==> config.mk <==
export PLATFORM = sky130hd
export DESIGN_NAME = hazard_ctrl_unit
export DESIGN_NICKNAME = d
export VERILOG_FILES = /design/src/rtl/hazard_pkg.sv /design/src/rtl/hazard_fwd_sel.sv /design/src/rtl/hazard_ctrl_unit.sv
export SDC_FILE = /design/constraint.sdc
export NUM_CORES = 1
export LEC_CHECK = 0
export BUFFER_PORTS_ARGS = -buffer_cell sky130_fd_sc_hd__buf_2
export CAP_MARGIN = 20
export CORE_UTILIZATION = 35
export CTS_CLUSTER_SIZE = 14
export DETAILED_ROUTE_END_ITERATION = 10
export PLACE_DENSITY = 0.71
export SYNTH_ARGS = -nofsm -noshare
export SYNTH_HDL_FRONTEND = slang
export SYNTH_SLANG_ARGS = --single-unit
==> constraint.sdc <==
create_clock -name clk -period 2.3 [get_ports clk]
set_clock_uncertainty 0.2 [all_clocks]
set_input_delay 0.46 -clock clk [delete_from_list [all_inputs] [get_ports clk]]
set_output_delay 0.46 -clock clk [all_outputs]
set_load 0.05 [all_outputs]
==> src/rtl/hazard_pkg.sv <==
// Shared types for the RV32 hazard controller: FSM state encoding and the
// E-stage forwarding-select codes used by hazard_fwd_sel and hazard_ctrl_unit.
package hazard_pkg;

  typedef enum logic {
    RUN      = 1'b0,
    MEM_WAIT = 1'b1
  } hz_state_e;

  typedef logic [1:0] fwd_sel_t;

  localparam fwd_sel_t FWD_RF = 2'b00;
  localparam fwd_sel_t FWD_W  = 2'b01;
  localparam fwd_sel_t FWD_M  = 2'b10;

endpackage

==> src/rtl/hazard_fwd_sel.sv <==
// Forwarding comparator for one E-stage source operand; the Memory-stage result
// takes priority over Writeback, and x0 is never forwarded.
module hazard_fwd_sel
  import hazard_pkg::*;
#(
  parameter int REG_AW = 5
) (
  input  logic [REG_AW-1:0] rs_e_i,
  input  logic [REG_AW-1:0] rd_m_i,
  input  logic              reg_write_m_i,
  input  logic [REG_AW-1:0] rd_w_i,
  input  logic              reg_write_w_i,
  output fwd_sel_t          sel_o
);

  // NOTE: every output of a combinational block gets a default first so no
  // path through the if/else leaves it unassigned and infers a latch.
  always_comb begin
    sel_o = FWD_RF;
    if (reg_write_m_i && (rd_m_i != '0) && (rd_m_i == rs_e_i)) begin
      sel_o = FWD_M;
    end else if (reg_write_w_i && (rd_w_i != '0) && (rd_w_i == rs_e_i)) begin
      sel_o = FWD_W;
    end
  end

endmodule

==> src/rtl/hazard_ctrl_unit.sv <==
// 5-stage RV32 hazard controller: forwarding, load-use stall, branch flush and
// data-memory wait with sticky timeout. Define HAZARD_PERF_CNT_EN for perf counters.
module hazard_ctrl_unit
  import hazard_pkg::*;
#(
  parameter int REG_AW   = 5,
  parameter int MAX_WAIT = 64,
  parameter int CNT_W    = 32
) (
  input  logic              clk,
  input  logic              rst,
  input  logic [REG_AW-1:0] rs1_d,
  input  logic [REG_AW-1:0] rs2_d,
  input  logic [REG_AW-1:0] rs1_e,
  input  logic [REG_AW-1:0] rs2_e,
  input  logic [REG_AW-1:0] rd_e,
  input  logic              reg_write_e,
  input  logic              load_e,
  input  logic              pc_src_e,
  input  logic [REG_AW-1:0] rd_m,
  input  logic              reg_write_m,
  input  logic              mem_access_m,
  input  logic              mem_ready_m,
  input  logic [REG_AW-1:0] rd_w,
  input  logic              reg_write_w,
  output logic              stall_f,
  output logic              stall_d,
  output logic              stall_e,
  output logic              stall_m,
  output logic              flush_d,
  output logic              flush_e,
  output logic              flush_w,
  output logic [1:0]        forward_a_e,
  output logic [1:0]        forward_b_e,
  output logic              mem_timeout,
  output logic [CNT_W-1:0]  stall_cnt,
  output logic [CNT_W-1:0]  flush_cnt
);

  localparam int WCW = $clog2(MAX_WAIT + 1);
  localparam logic [WCW-1:0] WAIT_MAX = WCW'(MAX_WAIT);

  hz_state_e      state_q, state_d;
  logic [WCW-1:0] wait_cnt_q, wait_cnt_d;
  logic           mem_timeout_q, mem_timeout_d;
  logic           load_use, mem_wait, unused_reg_write_e;
  fwd_sel_t       fwd_a, fwd_b;

  hazard_fwd_sel #(.REG_AW(REG_AW)) u_fwd_a (
    .rs_e_i(rs1_e), .rd_m_i(rd_m), .reg_write_m_i(reg_write_m),
    .rd_w_i(rd_w), .reg_write_w_i(reg_write_w), .sel_o(fwd_a)
  );

  hazard_fwd_sel #(.REG_AW(REG_AW)) u_fwd_b (
    .rs_e_i(rs2_e), .rd_m_i(rd_m), .reg_write_m_i(reg_write_m),
    .rd_w_i(rd_w), .reg_write_w_i(reg_write_w), .sel_o(fwd_b)
  );

  // A load's destination is enough to flag load-use; reg_write_e adds nothing.
  assign unused_reg_write_e = reg_write_e;
  assign load_use = load_e && (rd_e != '0) && ((rd_e == rs1_d) || (rd_e == rs2_d));
  assign mem_wait = (state_q == MEM_WAIT) ? !mem_ready_m : (mem_access_m && !mem_ready_m);

  // NOTE: sequential state uses non-blocking assignments so every register
  // samples pre-edge values regardless of statement order.
  always_ff @(posedge clk or negedge rst) begin
    if (!rst) begin
      state_q       <= RUN;
      wait_cnt_q    <= '0;
      mem_timeout_q <= 1'b0;
    end else begin
      state_q       <= state_d;
      wait_cnt_q    <= wait_cnt_d;
      mem_timeout_q <= mem_timeout_d;
    end
  end

  always_comb begin
    state_d = state_q;
    case (state_q)
      RUN:      if (mem_access_m && !mem_ready_m) state_d = MEM_WAIT;
      MEM_WAIT: if (mem_ready_m) state_d = RUN;
      default:  state_d = RUN;
    endcase
  end

  // Counts cycles spent in MEM_WAIT; the timeout flag rises with the count.
  always_comb begin
    wait_cnt_d = wait_cnt_q;
    if (state_d == RUN) begin
      wait_cnt_d = '0;
    end else if ((state_q == MEM_WAIT) && (wait_cnt_q != WAIT_MAX)) begin
      wait_cnt_d = wait_cnt_q + WCW'(1);
    end
    mem_timeout_d = mem_timeout_q || (wait_cnt_d == WAIT_MAX);
  end

  // Outputs are masked while reset is held so a mid-wait reset quiets them at once.
  always_comb begin
    stall_f     = 1'b0;
    stall_d     = 1'b0;
    stall_e     = 1'b0;
    stall_m     = 1'b0;
    flush_d     = 1'b0;
    flush_e     = 1'b0;
    flush_w     = 1'b0;
    forward_a_e = FWD_RF;
    forward_b_e = FWD_RF;
    if (rst) begin
      forward_a_e = fwd_a;
      forward_b_e = fwd_b;
      if (mem_wait) begin
        stall_f = 1'b1;
        stall_d = 1'b1;
        stall_e = 1'b1;
        stall_m = 1'b1;
        flush_w = 1'b1;
      end else if (pc_src_e) begin
        flush_d = 1'b1;
        flush_e = 1'b1;
      end else if (load_use) begin
        stall_f = 1'b1;
        stall_d = 1'b1;
        flush_e = 1'b1;
      end
    end
  end

  assign mem_timeout = mem_timeout_q;

`ifdef HAZARD_PERF_CNT_EN
  logic [CNT_W-1:0] stall_cnt_q, flush_cnt_q;

  always_ff @(posedge clk or negedge rst) begin
    if (!rst) begin
      stall_cnt_q <= '0;
      flush_cnt_q <= '0;
    end else begin
      if (stall_f || stall_d || stall_e || stall_m) stall_cnt_q <= stall_cnt_q + CNT_W'(1);
      if (flush_d || flush_e) flush_cnt_q <= flush_cnt_q + CNT_W'(1);
    end
  end

  assign stall_cnt = stall_cnt_q;
  assign flush_cnt = flush_cnt_q;
`else
  assign stall_cnt = '0;
  assign flush_cnt = '0;
`endif

endmodule

Word-level counts from Yosys, hierarchy flattened

Cells that the tools add are included.

Register bits after elaboration: 9
Output and inout bits: 76
Logic and storage cells: 53

$add $sub $neg: 1
Eq/ne operators: 8
Mux-type cells: 24
Bitwise gates (word level): 1
Reduce and logical (&&, ||, !) cells: 16

Operators by type and width:

| operator                                     | count |
|---|---|
| == test 5 bit                                | 6 |
| 2-to-1 mux 1 bit                             | 17 |
| nonzero test 5 bit                           | 3 |
| 2-to-1 mux 7 bit                             | 2 |
| logical AND 1 bit                            | 10 |
| 2-to-1 mux 2 bit                             | 4 |
| adder 7 x 1 -> 7 bit (second input constant) | 1 |
| == test 7 bit (second input constant)        | 1 |
| != test 7 bit (second input constant)        | 1 |
| logical OR 1 bit                             | 2 |
| one-hot mux 1 bit (2 select lines)           | 1 |
| zero test 1 bit                              | 1 |
| inverter 1 bit                               | 1 |

Depth between registers and ports, before layout

Gate-level depths: netlist of run 1.

Depth in word-level cells: 7
Depth in mapped cells: 7
Mapped depth without buffers: 7

Cells and area by module

A second synthesis of run 1 with hierarchy kept.

Cell total of the unflattened synthesis: 190
Area total of the unflattened synthesis: 1532.7 um^2

Modules (own cells, without submodules):

| module           | instances | cells an instance | area an instance (um^2) | sequential area each (um^2) |
|---|---|---|---|---|
| hazard_ctrl_unit | 1         | 150               | 1229.9                  | 225.2 |
| hazard_fwd_sel   | 2         | 20                | 151.4                   | 0.0 |

Worst setup path before layout of run 1

OpenSTA, ideal clock, no wires.

Path kind: input-to-output
Start point: in rd_m[1]
End point: out forward_a_e[0]
Data arrival time: 2.183 ns
Setup slack: -0.543 ns
Stages: 4
Cell sequence: or4_1 -> o21ai_2 -> nor4_1 -> nor4_2

Word-level cells in the longest chain between the ends: 5
Elaborated cells between the ends (all ways): 6

Ends and longest elaborated chain:

| element             | line                    | RTL |
|---|---|---|
| start, declared     | hazard_ctrl_unit.sv:20  | `input logic [REG_AW-1:0] rd_m,` |
| nonzero test 5 bit  | hazard_fwd_sel.sv:20    | `if (reg_write_m_i && (rd_m_i != '0) && (rd_m_i == rs_e_i)) begin` |
| logical AND 1 bit   | hazard_fwd_sel.sv:20    |  |
| logical AND 1 bit * | hazard_fwd_sel.sv:20    |  |
| 2-to-1 mux 2 bit *  | hazard_fwd_sel.sv:20    |  |
| 2-to-1 mux 2 bit *  | hazard_ctrl_unit.sv:109 | `if (rst) begin` |
| end, declared       | hazard_ctrl_unit.sv:33  | `output logic [1:0] forward_a_e,` |

Every way passes the cells marked *; elsewhere a longest branch is shown, timed or not.

Worst setup path after layout of run 1

Start point: in rs2_e[2]
End point: out forward_b_e[0]

Word-level cells in the longest chain between the ends: 5
Elaborated cells between the ends (all ways): 7

Ends and longest elaborated chain:

| element            | line                    | RTL |
|---|---|---|
| start, declared    | hazard_ctrl_unit.sv:15  | `input logic [REG_AW-1:0] rs2_e,` |
| == test 5 bit      | hazard_fwd_sel.sv:22    | `end else if (reg_write_w_i && (rd_w_i != '0) && (rd_w_i == rs_e_i)) begin` |
| logical AND 1 bit  | hazard_fwd_sel.sv:22    |  |
| 2-to-1 mux 1 bit   | hazard_fwd_sel.sv:22    |  |
| 2-to-1 mux 2 bit * | hazard_fwd_sel.sv:20    |  |
| 2-to-1 mux 2 bit * | hazard_ctrl_unit.sv:109 |  |
| end, declared      | hazard_ctrl_unit.sv:34  | `output logic [1:0] forward_b_e,` |

Marks and branches as above.

==> results of run 1 <==
==> metal layers <==
layer | global-route usage, % | vias up
met5 | 0 | -
met4 | 6.649 | 0
met3 | 2.055 | 5
met2 | 26.40 | 65
met1 | 13.93 | 564
li1 | - | 598
==> worst max-delay path, cell delays in order <==
cell    delay, ns
buf_6        0.09
xor2_1       0.15
or4_4        0.56
nor4_4       0.30
buf_6        0.19
==> synthesized netlist by cell type, types with 2 or more instances <==
library cell and instances:
o31ai_1 2, buf_4 67, nor4_1 2, nor4_2 2, inv_1 5, o21ai_0 4
nor2_1 10, nand3_1 5, xor2_1 22, dfrtp_1 9, nand4_1 3, xnor2_1 12
a21oi_1 3, and3_1 2, nand2_1 4, nor3_1 2, ha_1 2, and2_1 3
or4_1 5
==> through the flow <==
stage / hold WS (ns) / cell area, um^2 / power, uW / util, %
after floorplan: -0.03559 / 1734 / 591.5 / -
after global placement: 0.2402 / 1653 / 591.1 / 41.32
after detailed placement: 0.2433 / 1653 / 594.1 / 41.32
after CTS: 0.2657 / 1874 / 810.3 / 46.86
after global routing: 0.2757 / 1894 / 854.4 / 47.36
final: 0.2633 / 1894 / 812.2 / 47.36
==> registers in the layout, indices dropped and copies added (netlist names) <==
signal	flops
wait_cnt_q	7
mem_timeout	1
state_q	1
==> cells by family after synthesis <==
logic type | Yosys count | synth area share [%]
simple gates | 42 | 16.48
other cells | 1 | 0.2573
mux | 1 | 0.6867
xor+xnor | 34 | 20.43
flops | 9 | 15.45
compound gates | 16 | 8.842
buf+inv | 73 | 36.14
fa+ha+maj | 2 | 1.716
==> final cells by class <==
class	instances	area (um^2)	share of cell area, %
multi-input cells	159	1036	54.69
repair buffers	70	506.7	26.75
well taps	50	62.56	3.303
flip-flops and latches	9	225.2	11.89
clock buffers	4	45.04	2.378
inverters	5	18.77	0.9908
==> report_power, final <==
group	switching (uW)	total (uW)	internal, uW	leakage, uW
clock network	63.8	185	121	0.0000228
logic	348	463	114	0.000827
registers	2.38	165	162	0.000124
==> what timing repair did <==
item / CTS / global route
resized for setup: 37 / 4
pin swaps: 4 / 2
hold buffers: 1 / 0
buffers inserted: 2 / 0
hold endpoints to repair: 9 / 0
setup endpoints to repair: 7 / 7
==> worst paths after layout <==
path / slack [ns] / from / endpoint / depth (start not counted)
setup / recovery: -0.12 / rs2_e[2] / forward_b_e[0] / 5
hold / removal: 0.26 / mem_timeout$_DFF_PN0_ / mem_timeout$_DFF_PN0_ / 1
setup reg to reg: 0.51 / wait_cnt_q[0]$_DFF_PN0_ / mem_timeout$_DFF_PN0_ / 7
hold reg to reg: 0.26 / mem_timeout$_DFF_PN0_ / mem_timeout$_DFF_PN0_ / 1
max in group asynchronous: 0.92 / rst / state_q$_DFF_PN0_ / 3
min in group asynchronous: 0.68 / rst / mem_timeout$_DFF_PN0_ / 3
==> metrics.md, run 1 <==
| Metric | Value |
|---|---|
| Seq/Total Area, Yosys | 15.45% |
| Drt initial violations | 28 |
| Power per Cell Area | 428.8 nW/um^2 |
| Fill count | 392 |
| Detail Route Antenna Nets | 0 |
| GRT Util Overall | 13.61% |
| WL met3 | 182 um |
| Max Freq | 413.3 MHz |
| Root buffer cell | clkbuf_8 |
| First-pass GRT wire length | 4512 um |
| Placed Instances | 290 |
| Asr flop ratio synth | 100.0% |
| Cell taking the most area after synthesis | buf_4 |
| Core region area | 4000 um^2 |
| Num CTS Buffers | 3 |
| Met2 WL | 1678 um |
| Critical setup path kind | in2out |
| Post-synth top area share | 34.51% |
| HPWL Detailed | 2337 um |
| Avg WL per Cell | 9.694 um |
| RePlAce Congestion | 0.7998 |
| Worst vdd ir | 0.1726 mV |
| Yosys reg bits | 9 |
| Violated checks | negative setup slack |
| Final std cells w/o fill | 297 |
| IO Pins | 120 |
| Distinct cells, synth | 33 |
| Post-Route M1 WL | 968 um |
| Prevailing post-synth register cell | dfrtp_1 |
| Initial antenna violation count | 0 |
| Die X | 66.54 um |
| Setup TNS | -0.3201 ns |
| Nets | 294 |
| Post-Route WL | 2879 um |
| ANT cells | 0 |
| RSZ-0062 raised after global routing | yes |
| Via count | 1232 |
| Post-Syn Instances | 178 |
| Initial Util | 36.44% |
| Max Slew Vio Count | 0 |
| Largest net degree at the start of global routing | 10 |
| Remaining global-route overflow | 0 |
| Synth-to-layout area growth | 29.96% |
| Reg clk slew, reported paths | 0.04 ns |
| Drt pass-1 iters | 6 |
| Port Buf Inserts | 54 |
| H-Tree Depth | 1 |
| Drt drc | 0 |
| Die height | 66.54 um |
| Syn Std Cell Area | 1458 um^2 |
| Setup ws final | -0.1195 ns |
| Vias in the first global route | 1061 |
| Share of cells above drive strength 1 | 36.03% |
| Status | complete, but fails checks |
| Tmin final | 2.420 ns |
| Leakage power | 0.0009731 uW |
| Worst Hold Class | reg2reg |
| Rows | 23 |
| Final worst path period share | 105.2% |
| DIE AREA | 4427 um^2 |
| Avg Cell Area, Syn | 8.189 um^2 |
| Synth area leaders | buf_4 (35%), dfrtp_1 (15%), xor2_1 (13%), xnor2_1 (7.2%), nor2_1 (2.6%) |
| Yosys warning total | 0 |
| CP required | 1.64 ns |
| Worst-path maximum fanout | 2 |
| Worst-skew pair later-pin latency | 0.24 ns |
| Crit path arrival time | 1.76 ns |
| Final setup violation count | 6 |
| Hold Fails Final Rpt | 0 |
| Clk buf depth | 2 |
| Via density | 4.148 |
| Number of max-cap violations | 0 |
| Startpoint Class | input pin |
| DP Worst Slack | -0.2293 ns |
| Clk sinks | 9 |
| Most frequent cells in the layout | conb_1 (64), buf_2 (37), xor2_1 (22), buf_4 (16), buf_6 (13) |
| CTS tree | done |
| Most common cell after layout, fill and taps aside | conb_1 |
| Worst Setup End Kind | primary output |
| Top layer in use | met4 |
| Post-synth EDFFs | 0 |
No activity file was read; power rests on OpenSTA's default activity.
==> run 2, diff against run 1 <==
--- a/config.mk
+++ b/config.mk
@@ -5,12 +5,14 @@
 export SDC_FILE = /design/constraint.sdc
 export NUM_CORES = 1
 export LEC_CHECK = 0
+export ABC_AREA = 1
 export BUFFER_PORTS_ARGS = -buffer_cell sky130_fd_sc_hd__buf_2
 export CAP_MARGIN = 20
 export CORE_UTILIZATION = 35
+export CTS_BUF_LIST = sky130_fd_sc_hd__clkbuf_8
 export CTS_CLUSTER_SIZE = 14
 export DETAILED_ROUTE_END_ITERATION = 10
-export PLACE_DENSITY = 0.71
+export PLACE_DENSITY = 0.7
 export SYNTH_ARGS = -nofsm -noshare
 export SYNTH_HDL_FRONTEND = slang
 export SYNTH_SLANG_ARGS = --single-unit
==> run 2 against run 1 <==
  * The run now ends clean
  * Combinational power is 8.9% lower
  * Register-to-register slack improved by 0.04 ns
  * Sequential cell count unchanged
  * Largest cell class unchanged
  * Highest routed layer unchanged
==> metrics.md, run 2 <==
| Metric | Value |
|---|---|
| Synth-to-layout area growth | 13.29% |
| Prevailing post-synth register cell | dfrtp_1 |
| Worst Hold Class | reg2reg |
| Port Buf Inserts | 54 (unchanged) |
| Switching power share of the total | 52.60% (+1.5 points) |
| Worst-path maximum fanout | 4 (+2) |
| Slowest stage delay, CP | 0.19 ns (-0.37 ns) |
| Core region area | 4086 um^2 (+2.2%) |
| Yosys warning total | 0 (unchanged) |
| Worst-skew pair later-pin latency | 0.23 ns (about the same) |
| Post-Route WL | 2885 um (+0.21%) |
| Combinational family with the most area after synthesis | buffers and inverters |
| Sequential power share | 22.0% (+1.7 points) |
| DP Worst Slack | -0.04487 ns (+0.1844 ns) |
| RSZ-0062 raised after global routing | yes |
| Max Freq | 452.5 MHz (+9.5%) |
| Remaining global-route overflow | 0 (unchanged) |
| Commonest cells post-synth | buf_4 (67), nand2_1 (31), inv_1 (26) |
| RePlAce Congestion | 0.8684 (+8.6%) |
| DIE AREA | 4626 um^2 (+4.5%) |
| Post-Syn Instances | 227 (+28%) |
| Power per Cell Area | 440.5 nW/um^2 (+2.7%) |
| ANT cells | 0 (unchanged) |
| Tmin final | 2.210 ns (-0.2098 ns) |
| Drt pass-1 iters | 4 (-2) |
| HPWL Detailed | 2532 um (+8.3%) |
| Max reg flops | 7 (unchanged) |
| Cell taking the most area after synthesis | buf_4 |
| Drt initial violations | 62 (+120%) |
| Total setup buffers inserted after CTS | 0 (-2) |
| Share of cells above drive strength 1 | 27.02% (-9.0 points) |
| First-pass GRT wire length | 4609 um (+2.1%) |
| Die X | 68.02 um (+2.2%) |
| Post-synthesis adder-cell area fraction | 1.641% (-0.076 points) |
| Post-synth top area share | 32.98% (-1.5 points) |
| Crit path arrival time | 1.55 ns (-0.21 ns) |
| Num CTS Buffers | 3 (unchanged) |
| Distinct cells, synth | 26 (-21%) |
| Synth Area in Compound Gates | 4.348% (-4.5 points) |
| CP required | 1.64 ns (about the same) |
| Nets | 332 (+13%) |
| Final setup violation count | 0 (-6) |
| Root buffer cell | clkbuf_8 |
| Worst Setup End Kind | primary output |
| Via density | 4.030 (-2.9%) |
| Synth Area in XOR/XNOR | 14.36% (-6.1 points) |
| Fill count | 425 (+8.4%) |
| Leakage power | 0.001038 uW (+6.7%) |
| IO Pins | 120 (unchanged) |
| Biggest register | wait_cnt_q |
| CTS tree | done |
| Critical setup path kind | in2out |
| Seq/Total Area, Yosys | 14.77% (-0.68 points) |
| Most frequent cells in the layout | conb_1 (64), buf_2 (50), nand2_1 (30), inv_1 (26), nor2_1 (20) |
| Hold Fails Final Rpt | 0 (unchanged) |
| Clk sinks | 9 (unchanged) |
| Rows | 23 (unchanged) |
| Final worst path period share | 96.08% (-9.1 points) |
| Die height | 68.02 um (+2.2%) |
| Status | finished clean |
| Reg clk slew, reported paths | 0.04 ns (about the same) |
| Synth area leaders | buf_4 (33%), dfrtp_1 (15%), nand2_1 (7.6%), xor2_1 (7.5%), xnor2_1 (6.9%) |
| Mux contribution to synthesized area | 0% (-0.69 points) |
| Avg WL per Cell | 8.612 um (-11%) |
| Startpoint Class | input pin |
| Setup TNS | 0 ns (+0.3201 ns) |
| Number of max-cap violations | 0 (unchanged) |
| Critical-path top delay cell | a21oi_2 |
| Most common cell in the netlist | buf_4 |
| GRT Util Overall | 12.76% (-0.84 points) |
| Total design power | 761.2 uW (-6.3%) |
| Combinational share of power | 55.4% (-1.6 points) |
| Syn Std Cell Area | 1525 um^2 (+4.6%) |
| Vias in the first global route | 1158 (+9.1%) |
| Initial Util | 37.32% (+0.88 points) |
| Critical Path, Cell by Cell | buf_6 -> buf_6 -> inv_2 -> nor2_1 -> nor3_1 -> nand3_1 -> nand2_2 -> nand3_2 -> a21oi_2 -> buf_6 |
| Most numerous cell on the critical path | buf_6 |
| Via count | 1350 (+9.6%) |
| Avg Cell Area, Syn | 6.719 um^2 (-18%) |
| Setup ws final | 0.09027 ns (+0.2098 ns) |
| Post-synth EDFFs | 0 (unchanged) |
| H-Tree Depth | 1 (unchanged) |
| Max Slew Vio Count | 0 (unchanged) |
| Pint | 360.8 uW (-9.2%) |
| Clk buf depth | 2 (unchanged) |
| Area of the multi-input gates | 962.2 um^2 (-7.1%) |
| Yosys reg bits | 9 (unchanged) |
| Clock network power share | 22.6% (about the same) |
| Most common cell after layout, fill and taps aside | conb_1 |
| Register Area | 225.2 um^2 (unchanged) |
| Post-synthesis simple-gate area fraction | 25.02% (+8.5 points) |
| Sw Pwr | 400.4 uW (-3.4%) |
| Worst hold slack | 0.2643 ns (+0.001072 ns) |
| Worst vdd ir | 0.1379 mV (-20%) |
| Drt drc | 0 (unchanged) |
| Asr flop ratio synth | 100.0% (unchanged) |
| Initial antenna violation count | 0 (unchanged) |
| Largest net degree at the start of global routing | 10 (unchanged) |
| Detail Route Antenna Nets | 0 (unchanged) |
-- run 2: critical path: cells and delay by family --
family	cells	cell delay [ns]
simple gates	5	0.47
buf+inv	4	0.42
compound gates	1	0.19
-- run 2: layout make-up --
| class | instances | area share, % |
|---|---|---|
| clock buffer | 3 | 2.390 |
| clock inverter | 1 | 0.2172 |
| inverter | 27 | 5.865 |
| multi-input combinational | 187 | 55.68 |
| sequential | 9 | 13.03 |
| tap | 50 | 3.621 |
| timing repair buffer | 58 | 19.19 |
-- run 2: logic make-up (layout without fill, tap and decap cells) --
group                      count (synthesis)  in the layout
buffers and inverters                     94             89
AOI/OAI and AO/OA                         12             12
xor gates and xnor gates                  25             25
other                                      1             64
adders and majority gates                  2              2
and+or+nand+nor                           84             84
DFF                                        9              9
-- run 2: final timing paths --
path                                            to  slack [ns]                    start  depth (start not counted)
setup / recovery                           stall_f        0.09                  rd_e[1]                         10
min in group asynchronous  wait_cnt_q[6]$_DFF_PN0_        0.63                      rst                          3
setup reg to reg             mem_timeout$_DFF_PN0_        0.55  wait_cnt_q[0]$_DFF_PN0_                         13
max in group asynchronous  wait_cnt_q[3]$_DFF_PN0_        1.00                      rst                          3
hold / removal               mem_timeout$_DFF_PN0_        0.26    mem_timeout$_DFF_PN0_                          2
hold reg to reg              mem_timeout$_DFF_PN0_        0.26    mem_timeout$_DFF_PN0_                          2
-- run 2: power groups by stage --
stage	combinational (uW)	clock (uW)	sequential, uW
2_1_floorplan	420	0	168
3_3_place_gp	407	0	169
3_5_place_dp	410	0	169
4_1_cts	412	176	167
5_1_grt	453	183	168
6_report	422	172	167
-- run 2: layer usage --
| layer | GRT usage [%] | share of wire (%) |
|---|---|---|
| met5 | 0 | 0 |
| met4 | 4.948 | 0.73 |
| met3 | 2.000 | 5.5 |
| met2 | 24.02 | 53 |
| met1 | 14.06 | 41 |
-- run 2: metrics by stage --
step	util, %	cell area, um^2	instances
after global placement	39.77	1625	330
after detailed placement	39.77	1625	330
after CTS	41.12	1680	335
final	42.28	1728	335
after floorplan	-	1773	290
after global routing	42.28	1728	335
-- run 2: repair_timing --
item                                   in CTS  in global routing
endpoints found under the hold margin       9                  0
pin swaps                                   0                  5
cloned                                      0                  0
setup endpoints to repair                   2                  4
hold buffers                                1                  0
gates resized for setup                     0                 17
